File: config.mk
export PLATFORM = sky130hd
export DESIGN_NAME = regfile_port_arbiter
export DESIGN_NICKNAME = d
export VERILOG_FILES = /design/src/rtl/regfile_port_arbiter.sv
export SDC_FILE = /design/constraint.sdc
export NUM_CORES = 1
export LEC_CHECK = 0
export ABC_AREA = 1
export BUFFER_PORTS_ARGS = -buffer_cell sky130_fd_sc_hd__buf_4
export CAP_MARGIN = 20
export CORE_UTILIZATION = 35
export CTS_CLUSTER_DIAMETER = 30
export DETAILED_ROUTE_END_ITERATION = 8
export GPL_TIMING_DRIVEN = 0
export PLACE_DENSITY = 0.69
export SETUP_SLACK_MARGIN = 0.5
export SLEW_MARGIN = 30
export SYNTH_ARGS = -nofsm -noshare
export SYNTH_HDL_FRONTEND = slang
export SYNTH_SLANG_ARGS = --single-unit
File: constraint.sdc
create_clock -name clk -period 3.4 [get_ports clk]
set_input_delay 0.51 -clock clk [delete_from_list [all_inputs] [get_ports clk]]
set_output_delay 0.51 -clock clk [all_outputs]
set_load 0.03 [all_outputs]
File: src/rtl/regfile_port_arbiter.sv
// Round-robin arbiter sharing register file port b between NREQ requesters.
// Supports read, write, atomic bit set/clear; writes to PROT_ADDR are rejected.
//
// Ports:
//   clk, reset            clock, asynchronous active-high reset
//   req/op/addr/wdata     per-requester request bundle (held until ack)
//   ack/err               one-cycle completion / rejection pulse, one-hot
//   rdata                 read or pre-modify value, valid with ack
//   busy                  high whenever the FSM is not idle
//   rf_b_*                register file port b (combinational read)
module regfile_port_arbiter #(
    parameter int          NREQ      = 3,
    parameter logic [4:0]  PROT_ADDR = 5'd31
) (
    input  logic                clk,
    input  logic                reset,
    input  logic [NREQ-1:0]     req,
    input  logic [2*NREQ-1:0]   op,
    input  logic [5*NREQ-1:0]   addr,
    input  logic [8*NREQ-1:0]   wdata,
    output logic [NREQ-1:0]     ack,
    output logic [NREQ-1:0]     err,
    output logic [7:0]          rdata,
    output logic                busy,
    output logic [4:0]          rf_b_addr,
    output logic [7:0]          rf_b_data_in,
    output logic                rf_b_wr_enable,
    input  logic [7:0]          rf_b_data_out
);

    localparam int IW = $clog2(NREQ);

    typedef enum logic [1:0] {
        S_IDLE,
        S_ACC,
        S_RMW_WR,
        S_ACK
    } state_t;

    state_t          state_q, state_d;
    logic [IW-1:0]   ptr_q, ptr_d;
    logic [IW-1:0]   idx_q, idx_d;
    logic [1:0]      op_q, op_d;
    logic [4:0]      addr_q, addr_d;
    logic [7:0]      wdata_q, wdata_d;
    logic [7:0]      rdata_reg_q, rdata_reg_d;
    logic [7:0]      rdata_hold_q, rdata_hold_d;
    logic            err_q, err_d;

    logic            grant_valid;
    logic [IW-1:0]   grant_idx;
    int              cand;

    // Rotating priority: scan from ptr upward, wrapping, first request wins.
    always_comb begin
        grant_valid = 1'b0;
        grant_idx   = '0;
        cand        = 0;
        for (int j = 0; j < NREQ; j++) begin
            cand = int'(ptr_q) + j;
            if (cand >= NREQ) cand = cand - NREQ;
            if (!grant_valid && req[cand]) begin
                grant_valid = 1'b1;
                grant_idx   = IW'(cand);
            end
        end
    end

    always_comb begin
        state_d        = state_q;
        ptr_d          = ptr_q;
        idx_d          = idx_q;
        op_d           = op_q;
        addr_d         = addr_q;
        wdata_d        = wdata_q;
        rdata_reg_d    = rdata_reg_q;
        rdata_hold_d   = rdata_hold_q;
        err_d          = err_q;
        rf_b_addr      = 5'd0;
        rf_b_data_in   = 8'd0;
        rf_b_wr_enable = 1'b0;

        unique case (state_q)
            S_IDLE: begin
                if (grant_valid) begin
                    idx_d   = grant_idx;
                    op_d    = op[2*grant_idx +: 2];
                    addr_d  = addr[5*grant_idx +: 5];
                    wdata_d = wdata[8*grant_idx +: 8];
                    err_d   = 1'b0;
                    ptr_d   = (int'(grant_idx) == NREQ - 1) ? '0
                              : grant_idx + 1'b1;
                    state_d = S_ACC;
                end
            end
            S_ACC: begin
                rf_b_addr   = addr_q;
                rdata_reg_d = rf_b_data_out;
                if (op_q == 2'b00) begin
                    state_d = S_ACK;
                end else if (addr_q == PROT_ADDR) begin
                    err_d   = 1'b1;
                    state_d = S_ACK;
                end else if (op_q == 2'b01) begin
                    rf_b_wr_enable = 1'b1;
                    rf_b_data_in   = wdata_q;
                    state_d        = S_ACK;
                end else begin
                    state_d = S_RMW_WR;
                end
            end
            S_RMW_WR: begin
                rf_b_addr      = addr_q;
                rf_b_wr_enable = 1'b1;
                // op 10 sets mask bits, op 11 clears them
                rf_b_data_in   = op_q[0] ? (rdata_reg_q & ~wdata_q)
                                         : (rdata_reg_q | wdata_q);
                state_d        = S_ACK;
            end
            S_ACK: begin
                rdata_hold_d = rdata_reg_q;
                state_d      = S_IDLE;
            end
            default: state_d = S_IDLE;
        endcase
    end

    always_ff @(posedge clk or posedge reset) begin
        if (reset) begin
            state_q      <= S_IDLE;
            ptr_q        <= '0;
            idx_q        <= '0;
            op_q         <= 2'b00;
            addr_q       <= 5'd0;
            wdata_q      <= 8'd0;
            rdata_reg_q  <= 8'd0;
            rdata_hold_q <= 8'd0;
            err_q        <= 1'b0;
        end else begin
            state_q      <= state_d;
            ptr_q        <= ptr_d;
            idx_q        <= idx_d;
            op_q         <= op_d;
            addr_q       <= addr_d;
            wdata_q      <= wdata_d;
            rdata_reg_q  <= rdata_reg_d;
            rdata_hold_q <= rdata_hold_d;
            err_q        <= err_d;
        end
    end

    // rdata_reg changes mid-operation; the hold copy keeps rdata stable
    // between acks.
    always_comb begin
        ack   = '0;
        err   = '0;
        rdata = rdata_hold_q;
        if (state_q == S_ACK) begin
            ack   = NREQ'(1) << idx_q;
            err   = err_q ? (NREQ'(1) << idx_q) : '0;
            rdata = rdata_reg_q;
        end
    end

    assign busy = (state_q != S_IDLE);

endmodule

# Yosys cells after proc, flatten, opt, wreduce, memory -nomap -nowiden
# Index checks and enable logic that the tools add are counted.
# op_classes
muxes	42
n_mul	1
shift	4
order_cmp	6
n_reduce_logical	11
eq_ne	9
n_addsub	6
bitwise_logic	3
# ops
operator	count
$lt 32x4->1 const B	3
$mux 32	3
$mux 8	5
$shiftx 24x6->8	1
$mux 1	18
$pmux 8 s2	1
$shiftx 15x6->5	1
$mux 2	5
$mux 3	3
$and 8x8->8	1
$not 8->8	1
$or 8x8->8	1
$pmux 2 s4	1
$sub 3x2->4 const B	2
$bmux 1 s2	3
$eq 2x2->1 const B	3
$ge 3x2->1 const B	2
$ne 2x2->1 const B	3
$shiftx 6x4->2	1
$eq 5x5->1 const B	1
$mul 3x2->5 const A	1
$mux 5	1
$eq 2x1->1 const B	2
$logic_not 2->1	2
13 further kinds	17
# totals
elab_cells	91
regBits	38
in_bits	58

# Depth between registers and ports, before layout
# Gate-level depths: netlist of run 1.
# logic_depth
word_depth	14
depth_mapped	14
ltp_nobuf	13

# Worst setup path after synthesis of run 1
# No wires, ideal clock.
# synth_path
path_type	reg2out
startpoint	reg state_q[0]
endpoint	out rf_b_data_in[7]
arrival_ns	1.836
setup_slack_ns	1.054
t_required_ns	2.890
path_stages_with_launch	7
cell_sequence	dfrtp_1 > inv_1 > ha_1 > clkbuf_1 > inv_1 > a21oi_1 > and2_1
# synth_via
elab_chain_len	2
word_cells_on_any_way	3
# synth_lines
item	line	rtl
start: declaration	40	state_t state_q, state_d;
start signal: assignment	140	state_q <= state_d;
$eq 2x2->1 or $eq 2x1->1 (tied branches)	83	unique case (state_q)
$pmux 8 s2 *	83	
end: declaration	26	output logic [7:0] rf_b_data_in,
# Every way passes the cells marked *; elsewhere a longest branch is shown, timed or not.

# Worst setup path after layout of run 1
# layout_path
startpoint	reg state_q[0]
endpoint	out rf_b_data_in[4]
# Same word-level chain as after synthesis.

==> reports/qor.csv, run 1 <==
stage;metric;value;unit
synth;Yosys warnings;0;
die;Starting Density;36.61;%
synth;post-synthesis sequential area ratio;35.43;%
global_route;largest net degree at the start of global routing;23;
critical_path;crit path kind;reg -> out;
die;core box area;7331;sq um
status;status;complete, no violations;
routing;Via density;4.514;
clock_network;Worst-path clk slew;0.07;ns
global_route;GR Layer Usage met1;24.00;%
place;dpl hpwl;5489;microns
critical_path;end of the worst register-to-register path;wdata_q[4];
synth;mapped cell area;2684;sq um
cells_and_area;Cell Count, Final, Fillers Out;590;
critical_path;CP peak stage delay;0.42;ns
pwr;Reg power frac;22.1;%
clock_network;Root Driver;clkbuf_8;
global_route;GRT Max-Usage Layer;met2;
routing;first drt pass iteration count;4;
global_route;vias in the first global route;2453;
clock_network;H-tree levels;2;
synth;unique cell type count in the Yosys netlist;31;
synth;Syn Inst Count;397;
critical_path;worst-path cell chain;inv_1 > ha_1 > clkbuf_1 > o21ai_0 > a21oi_1 > buf_4;
synth;largest cells by area after synthesis;dfrtp_1, nand2_1, nand3_1;
synth;#FFs+latches synth;38;
critical_path;Worst EP required;2.89;ns
timing;Final min period;2.552;ns
pwr;NetSw;1.972;mW
global_route;Overflow after GRT;0;
timing;TNS Setup;0;ns
routing;antenna viol nets, final;0;
clock_network;setup bufs post-CTS;0;
min_path;worst hold path type;in -> async;
place;PortBufs;86;
pwr;VDD IR-drop max;0.4285;mV
die;die width;89.57;microns
critical_path;CP max stage cell;dfrtp_1;
synth;Post-synth EDFFs;0;
pwr;Combinational Power Share;70.0;%
cells_and_area;fin nets;557;
timing;Final Setup Violations;0;
global_route;initial antenna violation count;0;
timing;Final Hold Violating Endpoints;0;
place;Place WS;1.139;ns
timing;Final Skew;0.006743;ns
routing;final wirelength;6716;microns
place;Placer Congestion;0.8146;
pwr;Int Pwr;1.735;mW
pwr;Sw Share;53.20;%
routing;DR WL/cell;11.38;microns
critical_path;WP data arrival;2.04;ns
synth;Main synth FF type;dfrtp_1;
critical_path;Worst setup SP type;flip-flop;
routing;initial drt markers;75;
critical_path;Worst Path Max Fanout;10;
die;I/O pin count;87;
critical_path;slack of the worst reg-to-reg path;1.17;ns
clock_network;CTS max path bufs;2;
pwr;pwr dens;1041;nW/um^2
pwr;P_leak;2.007;nW
pwr;Clock power frac;7.9;%
die;die area;8022;sq um
critical_path;reg2reg start;ptr_q[0];
routing;via count;2663;
clock_network;CTS tree;done;
synth;Yosys top cell area share;35.43;%
global_route;M2 GR Usage;29.06;%
synth;Mapped Avg Cell Area;6.760;sq um
synth;Synthesized Nets;463;
timing;Rel. slew slack;70.39;%
clock_network;TritonCTS buffer count;5;
clock_network;CTS Hold Bufs;0;
timing;Final Max Slew Viols;0;
die;Die Ht;89.57;microns
synth;ys async rst share;100.0;%
critical_path;path depth of the worst reg2reg path;14;
timing;hold_ws;0.2080;ns
global_route;first-pass GRT wire length;11030;microns
timing;Max Clock Freq;391.9;MHz
timing;Worst-Margin Slew;0.4441;ns
synth;most frequent cell after synthesis;nand2_1;
place;placed cell count;583;
routing;DRC violations left;0;
global_route;GR Util met3;3.047;%
job;max_cap viols;0;
synth;Synth area leader;dfrtp_1;
timing;RSZ-0062 raised after global routing;no;
clock_network;Post-CTS Resized;0;
timing;Setup WS post-layout;0.8482;ns
global_route;GRT Total Usage;17.68;%
cells_and_area;share of cells above drive strength 1;24.44;%
clock_network;Worst-Skew Late Latency;0.30;ns
timing;final cycle utilization of the critical path;75.05;%
cells_and_area;Layout area overhead;32.63;%
synth;synth cell count leaders;nand2_1, inv_1, nand3_1;
clock_network;CTS sink count;38;
die;row cnt;31;
critical_path;Crit. End Element;primary output;
cells_and_area;Antenna diodes;0;
worst max-delay path, delay by kind of cell, from the launching register on:
family	cells	cell delay (ns)
buffers and inverters	3	0.64
DFF	1	0.42
AOI/OAI and AO/OA	2	0.33
adders and majority gates	1	0.35
registers in the layout (all words and copies together) (netlist names):
register      count
rdata_hold_q      8
rdata_reg_q       8
op_q              2
ptr_q             2
wdata_q           8
state_q           2
err_q             1
idx_q             2
addr_q            5
routing by layer:
metal / vias up / share of wire, %
met5: - / 0
met3: 8 / 5.1
met2: 77 / 44
li1: 1428 / -
met4: 0 / 1.1
met1: 1150 / 50
worst max-delay path by stage:
| stage | startpoint | to | slack [ns] | cells past startpoint |
|---|---|---|---|---|
| CTS | state_q[0] | rf_b_data_in[4] | 0.82 | 6 |
| global placement | state_q[0] | rf_b_data_in[4] | 1.21 | 6 |
| finish | state_q[0] | rf_b_data_in[4] | 0.85 | 6 |
| floorplan | state_q[0] | rf_b_data_in[7] | 1.05 | 6 |
| global route | state_q[0] | rf_b_data_in[1] | 0.69 | 6 |
| detailed placement | state_q[0] | rf_b_data_in[4] | 1.14 | 6 |
power by group through the flow:
stage / Clock [mW] / Sequential (mW) / Combinational, mW
after detailed placement: 0 / 0.824 / 2.60
after CTS: 0.302 / 0.816 / 2.61
after global placement: 0 / 0.814 / 2.55
after floorplan: 0 / 0.783 / 1.93
final: 0.294 / 0.819 / 2.59
after global routing: 0.320 / 0.841 / 2.93
cells by family after synthesis:
group / after synthesis / synth area share [%]
adder cells (fa/ha/maj): 8 / 3.730
flip-flops: 38 / 35.43
AND/OR/NAND/NOR: 210 / 36.27
AO/OA/AOI/OAI: 47 / 9.371
buffers and inverters: 94 / 15.20
cell usage in the layout (no fill, tap or decap), drive strengths merged:
master  netlist  routed
a31oi         2       2
and2          1       1
o21ai        31      31
a21oi        10      10
nor2         13      13
buf           8      95
a21boi        1       1
clkinv        0       2
ha            8       8
nand3        61      61
o21a          1       1
nor3          4       4
dfrtp        38      38
nand3b        1       1
clkbuf        7      12
inv          79      79
nand4         2       2
nor4          3       3
o22ai         1       1
nand2       125     125
o311ai        1       1
layout make-up:
type	instances	area (sq um)
multi-input cells	265	1325
flip-flops and latches	38	950.9
clock inverters	2	10.01
repair buffers	87	673.1
well taps	99	123.9
plain buffers	15	108.9
clock buffers	5	68.82
inverters	79	299.0
fillers	762	3771
per-stage QoR:
stage,cell area (sq um),utilization (%),power (mW)
after floorplan,2684,-,2.717
after global placement,3453,47.11,3.363
after detailed placement,3481,47.48,3.429
after CTS,3560,48.56,3.732
after global routing,3560,48.56,4.088
final,3560,48.56,3.707
(Power assumes the default switching activity.)
==> run 2, diff against run 1 <==
==> constraint.sdc (replaced) <==
create_clock -name clk -period 2.5 [get_ports clk]
set_input_delay 0.375 -clock clk [delete_from_list [all_inputs] [get_ports clk]]
set_output_delay 0.375 -clock clk [all_outputs]
set_load 0.03 [all_outputs]
==> run 2 against run 1 <==
Critical path depth grew 2. Combinational power is 110% higher. Non-clock buffer count up 39. Sequential share of layout area shrank 5.2 points.
==> reports/qor.csv, run 2 (synthesis results as in run 1) <==
stage;metric;value;unit;change
status;status;complete, no violations;;
die;row cnt;31;;unchanged
global_route;initial antenna violation count;0;;unchanged
die;die width;89.57;microns;unchanged
min_path;worst hold path type;in -> async;;
die;core box area;7331;sq um;unchanged
critical_path;stages on the worst setup path;8;;+2
clock_network;Root Driver;clkbuf_8;;
critical_path;CP delay by family, top;flip-flops;;
routing;DRC violations left;0;;unchanged
place;PortBufs;86;;unchanged
timing;RSZ-0062 raised after global routing;yes;;
die;Starting Density;36.61;%;unchanged
place;Post-DP Area;3491;sq um;+0.29%
critical_path;WP data arrival;1.69;ns;-0.35 ns
critical_path;Worst Path Buf+Inv;3;;unchanged
critical_path;worst-path cell chain;inv_2 > ha_4 > buf_6 > nand2_2 > nor2_1 > o21ai_1 > a21oi_1 > buf_4;;
timing;Worst-Margin Slew;0.4189;ns;-0.02519 ns
timing;Final Hold Violating Endpoints;0;;unchanged
routing;via count;3028;;+14%
cells_and_area;commonest non-fill, non-tap cell in the layout;buf_4;;
critical_path;CP peak stage delay;0.43;ns;about the same
cells_and_area;most frequent cells in the layout;buf_4, nand2_1, inv_1, nand3_1, dfrtp_1;;
global_route;vias in the first global route;2686;;+9.5%
critical_path;Worst Path Max Fanout;5;;-5
critical_path;worst setup path endpoint;rf_b_data_in[5];;
critical_path;crit path kind;reg -> out;;
pwr;pwr dens;1590;nW/um^2;+53%
timing;Final min period;2.067;ns;
timing;TNS Setup;0;ns;unchanged
timing;Final Skew;0.004504;ns;-0.002239 ns
clock_network;Worst-path clk slew;0.07;ns;about the same
timing;Rel. slew slack;72.03;%;+1.6 points
clock_network;CTS sink count;38;;unchanged
place;dpl hpwl;5585;microns;+1.7%
critical_path;Worst Setup SP;state_q[0];;
timing;final cycle utilization of the critical path;82.69;%;
critical_path;end of the worst register-to-register path;wdata_q[5];;
pwr;P_leak;2.325;nW;+16%
routing;Via density;4.791;;+6.1%
clock_network;TritonCTS buffer count;5;;unchanged
global_route;largest net degree at the start of global routing;22;;-4.3%
clock_network;Worst-Skew Late Latency;0.29;ns;about the same
clock_network;CTS max path bufs;2;;unchanged
critical_path;slack of the worst reg-to-reg path;0.44;ns;-0.73 ns
critical_path;Crit. End Element;primary output;;
clock_network;CTS tree;done;;
cells_and_area;fin nets;598;;+7.4%
timing;Max Clock Freq;483.7;MHz;
global_route;GRT Total Usage;19.80;%;+2.1 points
die;Die Ht;89.57;microns;unchanged
cells_and_area;share of cells above drive strength 1;43.15;%;+19 points
die;I/O pin count;87;;unchanged
place;Placer Congestion;0.8239;;+1.1%
routing;final wirelength;8715;microns;+30%
timing;Final Max Slew Viols;0;;unchanged
die;die area;8022;sq um;unchanged
clock_network;H-tree levels;2;;unchanged
critical_path;Worst setup SP type;flip-flop;;
cells_and_area;Antenna diodes;0;;unchanged
job;max_cap viols;0;;unchanged
routing;antenna viol nets, final;0;;unchanged
routing;initial drt markers;146;;+95%
critical_path;CP max stage cell;dfrtp_1;;
global_route;Overflow after GRT;0;;unchanged
critical_path;Worst EP required;2.12;ns;-0.77 ns
routing;first drt pass iteration count;4;;unchanged
timing;Final Setup Violations;0;;unchanged
routing;DR WL/cell;13.79;microns;+21%
cells_and_area;final instance area;4433;sq um;+25%
critical_path;reg2reg start;ptr_q[0];;
critical_path;path depth of the worst reg2reg path;14;;unchanged
cells_and_area;Layout area overhead;65.17;%;
cells_and_area;Largest regs;rdata_hold_q: 8 flops, rdata_reg_q: 8 flops, wdata_q: 8 flops;;
pwr;VDD IR-drop max;0.7361;mV;+72%
global_route;first-pass GRT wire length;12180;microns;+10%
run 2: stage by stage:
stage                     setup WS, ns  hold WS [ns]  instances  total power, mW  util (%)
after global placement          0.3521        0.4841        582            4.590     47.24
final                           0.4326       0.08304        632            7.050     60.47
after global routing            0.3631        0.1108        632            7.532     60.47
after floorplan                 0.4909        0.4627        397            3.708         -
after detailed placement        0.3088        0.3998        583            4.676     47.62
after CTS                       0.4544       0.08786        610            5.860     53.30
run 2: final cells by class:
| class | instances | area (sq um) |
|---|---|---|
| inverter | 79 | 316.6 |
| clock buffer | 7 | 86.33 |
| timing repair inverter | 1 | 8.758 |
| fill | 634 | 2898 |
| clock inverter | 1 | 5.005 |
| sequential | 38 | 953.4 |
| tap | 99 | 123.9 |
| buffer | 15 | 166.4 |
| timing repair buffer | 126 | 1089 |
| multi-input combinational | 266 | 1684 |
run 2: how the worst min path moves through the flow:
stage / slack, ns / to / depth (start not counted)
after global routing: 0.11 / err_q / 2
after global placement: 0.48 / rdata_hold_q[2] / 2
after floorplan: 0.46 / err_q / 2
final: 0.08 / err_q / 2
after CTS: 0.09 / err_q / 2
after detailed placement: 0.40 / rdata_hold_q[2] / 2
run 2: where the power goes:
| group | internal (mW) | switching [mW] | total [mW] |
|---|---|---|---|
| sequential | 0.927 | 0.250 | 1.18 |
| combinational | 2.39 | 3.05 | 5.44 |
| clock | 0.222 | 0.207 | 0.430 |
run 2: what timing repair did:
action | in CTS | in global routing
setup endpoints to repair | 46 | 44
cloned | 2 | 6
setup buffers | 17 | 16
gates resized for setup | 51 | 93
hold buffers | 0 | 0
pin swaps | 9 | 45
run 2: layer usage:
metal  vias up  routed length, microns  track usage [%]
li1       1515                       -                -
met1      1397                    3696            25.53
met2       106                    4459            34.64
met3        10                     460            3.601
met4         0                      99            3.896
met5         -                       0                0
==> run 3, diff against run 2 <==
==> constraint.sdc (replaced) <==
create_clock -name clk -period 2.1 [get_ports clk]
set_input_delay 0.315 -clock clk [delete_from_list [all_inputs] [get_ports clk]]
set_output_delay 0.315 -clock clk [all_outputs]
set_load 0.03 [all_outputs]
==> run 3 against run 2 <==
Clock power increased by 79%. Sequential power up 23%. Hold slack got worse by 0.062 ns.
==> reports/qor.csv, run 3 (synthesis results as in run 1) <==
stage;metric;value;unit;change
routing;metal2 WL;5142;microns;+15%
timing;RSZ-0062 raised after global routing;yes;;
pwr;P_leak;2.547;nW;+9.6%
cells_and_area;share of cells above drive strength 1;58.87;%;+16 points
die;die width;89.57;microns;unchanged
cells_and_area;fin nets;612;;+2.3%
routing;Routed met1 length;3783;microns;+2.4%
global_route;vias in the first global route;2902;;+8.0%
die;I/O pin count;87;;unchanged
timing;Worst-Margin Slew;0.4499;ns;+0.03101 ns
critical_path;crit path kind;reg -> out;;
cells_and_area;commonest non-fill, non-tap cell in the layout;buf_4;;
routing;DRC violations left;0;;unchanged
pwr;Tot Pwr;10.32;mW;+46%
critical_path;Worst Path Max Fanout;5;;unchanged
place;dpl hpwl;5668;microns;+1.5%
critical_path;CP delay by family, top;buffers and inverters;;
routing;initial drt markers;110;;-25%
timing;Final Skew;0.009091;ns;+0.004586 ns
global_route;first-pass GRT wire length;13430;microns;+10%
timing;final cycle utilization of the critical path;96.19;%;
clock_network;CTS max path bufs;2;;unchanged
critical_path;Worst Setup SP;state_q[0];;
pwr;pwr dens;2009;nW/um^2;+26%
timing;Final Setup Violations;0;;unchanged
cells_and_area;Antenna diodes;0;;unchanged
routing;first drt pass iteration count;4;;unchanged
timing;Max Clock Freq;495.0;MHz;
clock_network;Root Driver;clkbuf_8;;
timing;Rel. slew slack;69.77;%;-2.3 points
timing;hold_ws;0.02130;ns;-0.06174 ns
die;core box area;7331;sq um;unchanged
status;status;complete, no violations;;
cells_and_area;Cell Count, Final, Fillers Out;646;;+2.2%
die;Die Ht;89.57;microns;unchanged
critical_path;CP max stage cell;dfrtp_1;;
die;row cnt;31;;unchanged
timing;Final Hold Violating Endpoints;0;;unchanged
critical_path;Worst Path Buf+Inv;4;;+1
place;PortBufs;86;;unchanged
die;Starting Density;36.61;%;unchanged
place;Placer Congestion;0.8261;;+0.27%
timing;Final min period;2.020;ns;
critical_path;WP data arrival;1.71;ns;+0.02 ns
pwr;VDD IR-drop max;1.056;mV;+43%
global_route;Overflow after GRT;0;;unchanged
clock_network;Worst-Skew Late Latency;0.29;ns;about the same
place;placed cell count;583;;unchanged
clock_network;H-tree levels;2;;unchanged
routing;DR WL/cell;14.91;microns;+8.1%
critical_path;CP peak stage delay;0.38;ns;-0.05 ns
timing;Final Max Slew Viols;0;;unchanged
clock_network;CTS sink count;38;;unchanged
global_route;largest net degree at the start of global routing;23;;+4.5%
global_route;initial antenna violation count;0;;unchanged
min_path;worst hold path type;in -> async;;
routing;WL met3;506;microns;+10%
critical_path;Crit. End Element;primary output;;
clock_network;Worst-path clk slew;0.08;ns;about the same
critical_path;Worst setup SP type;flip-flop;;
cells_and_area;Largest regs;rdata_hold_q: 8 flops, rdata_reg_q: 8 flops, wdata_q: 8 flops;;
critical_path;worst-path cell chain;inv_2 > buf_6 > ha_4 > buf_8 > o21ai_2 > a21oi_2 > buf_6;;
critical_path;Worst EP required;1.78;ns;-0.34 ns
routing;via count;3123;;+3.1%
job;max_cap viols;0;;unchanged
routing;Top Metal Used;met4;;
die;die area;8022;sq um;unchanged
routing;final wirelength;9632;microns;+11%
global_route;GRT Total Usage;22.02;%;+2.2 points
cells_and_area;most frequent cells in the layout;buf_4, nand2_1, inv_1, buf_6, dfrtp_1;;
routing;antenna viol nets, final;0;;unchanged
critical_path;slack of the worst reg-to-reg path;0.11;ns;-0.33 ns
clock_network;TritonCTS buffer count;5;;unchanged
routing;Via density;4.834;;+0.90%
clock_network;CTS Hold Bufs;0;;unchanged
cells_and_area;Layout area overhead;91.28;%;
critical_path;reg2reg start;ptr_q[0];;
critical_path;most frequent CP cell;buf_6;;
clock_network;CTS tree;done;;
-- run 3: per-layer routing --
layer  vias up  global-route usage, %
met5         -                      0
met4         0                  8.081
met3        20                  3.878
met2       111                  39.19
met1      1438                  26.44
li1       1554                      -
-- run 3: final cells by class --
class / count / area (sq um)
fillers: 547 / 2197
multi-input cells: 265 / 2076
repair buffers: 142 / 1319
flip-flops and latches: 38 / 954.7
inverters: 79 / 329.1
plain buffers: 15 / 188.9
well taps: 99 / 123.9
clock buffers: 6 / 82.58
clock inverters: 2 / 60.06
-- run 3: path summary, 6_finish.rpt --
kind	to	cells after the start
max in group asynchronous	state_q[1]	3
min reg2reg	err_q	2
max	rf_b_data_in[1]	7
min in group clk	rdata_reg_q[4]	3
min	rdata_hold_q[2]	2
max reg2reg	wdata_q[6]	14
-- run 3: timing repair --
action / CTS / global route
cloned: 7 / 0
resized for setup: 115 / 134
setup buffers: 39 / 9
hold endpoints to repair: 0 / 0
pin swaps: 41 / 33
setup endpoints to repair: 58 / 59
-- run 3: through the flow --
| step | setup TNS [ns] | setup slack [ns] | instance area, sq um | utilization [%] |
|---|---|---|---|---|
| CTS | 0 | 0.1663 | 4601 | 62.76 |
| global placement | 0 | 0.009304 | 3657 | 49.89 |
| floorplan | 0 | 0.2396 | 2888 | - |
| finish | 0 | 0.07993 | 5134 | 70.03 |
| global route | 0 | 0.001079 | 5134 | 70.03 |
| detailed placement | -0.2015 | -0.04690 | 3685 | 50.26 |
-- run 3: report_power, final --
| group | total, mW | internal (mW) | switching [mW] |
|---|---|---|---|
| sequential | 1.45 | 1.11 | 0.345 |
| combinational | 8.09 | 3.68 | 4.41 |
| clock | 0.770 | 0.507 | 0.263 |
| total | 10.3 | 5.30 | 5.02 |
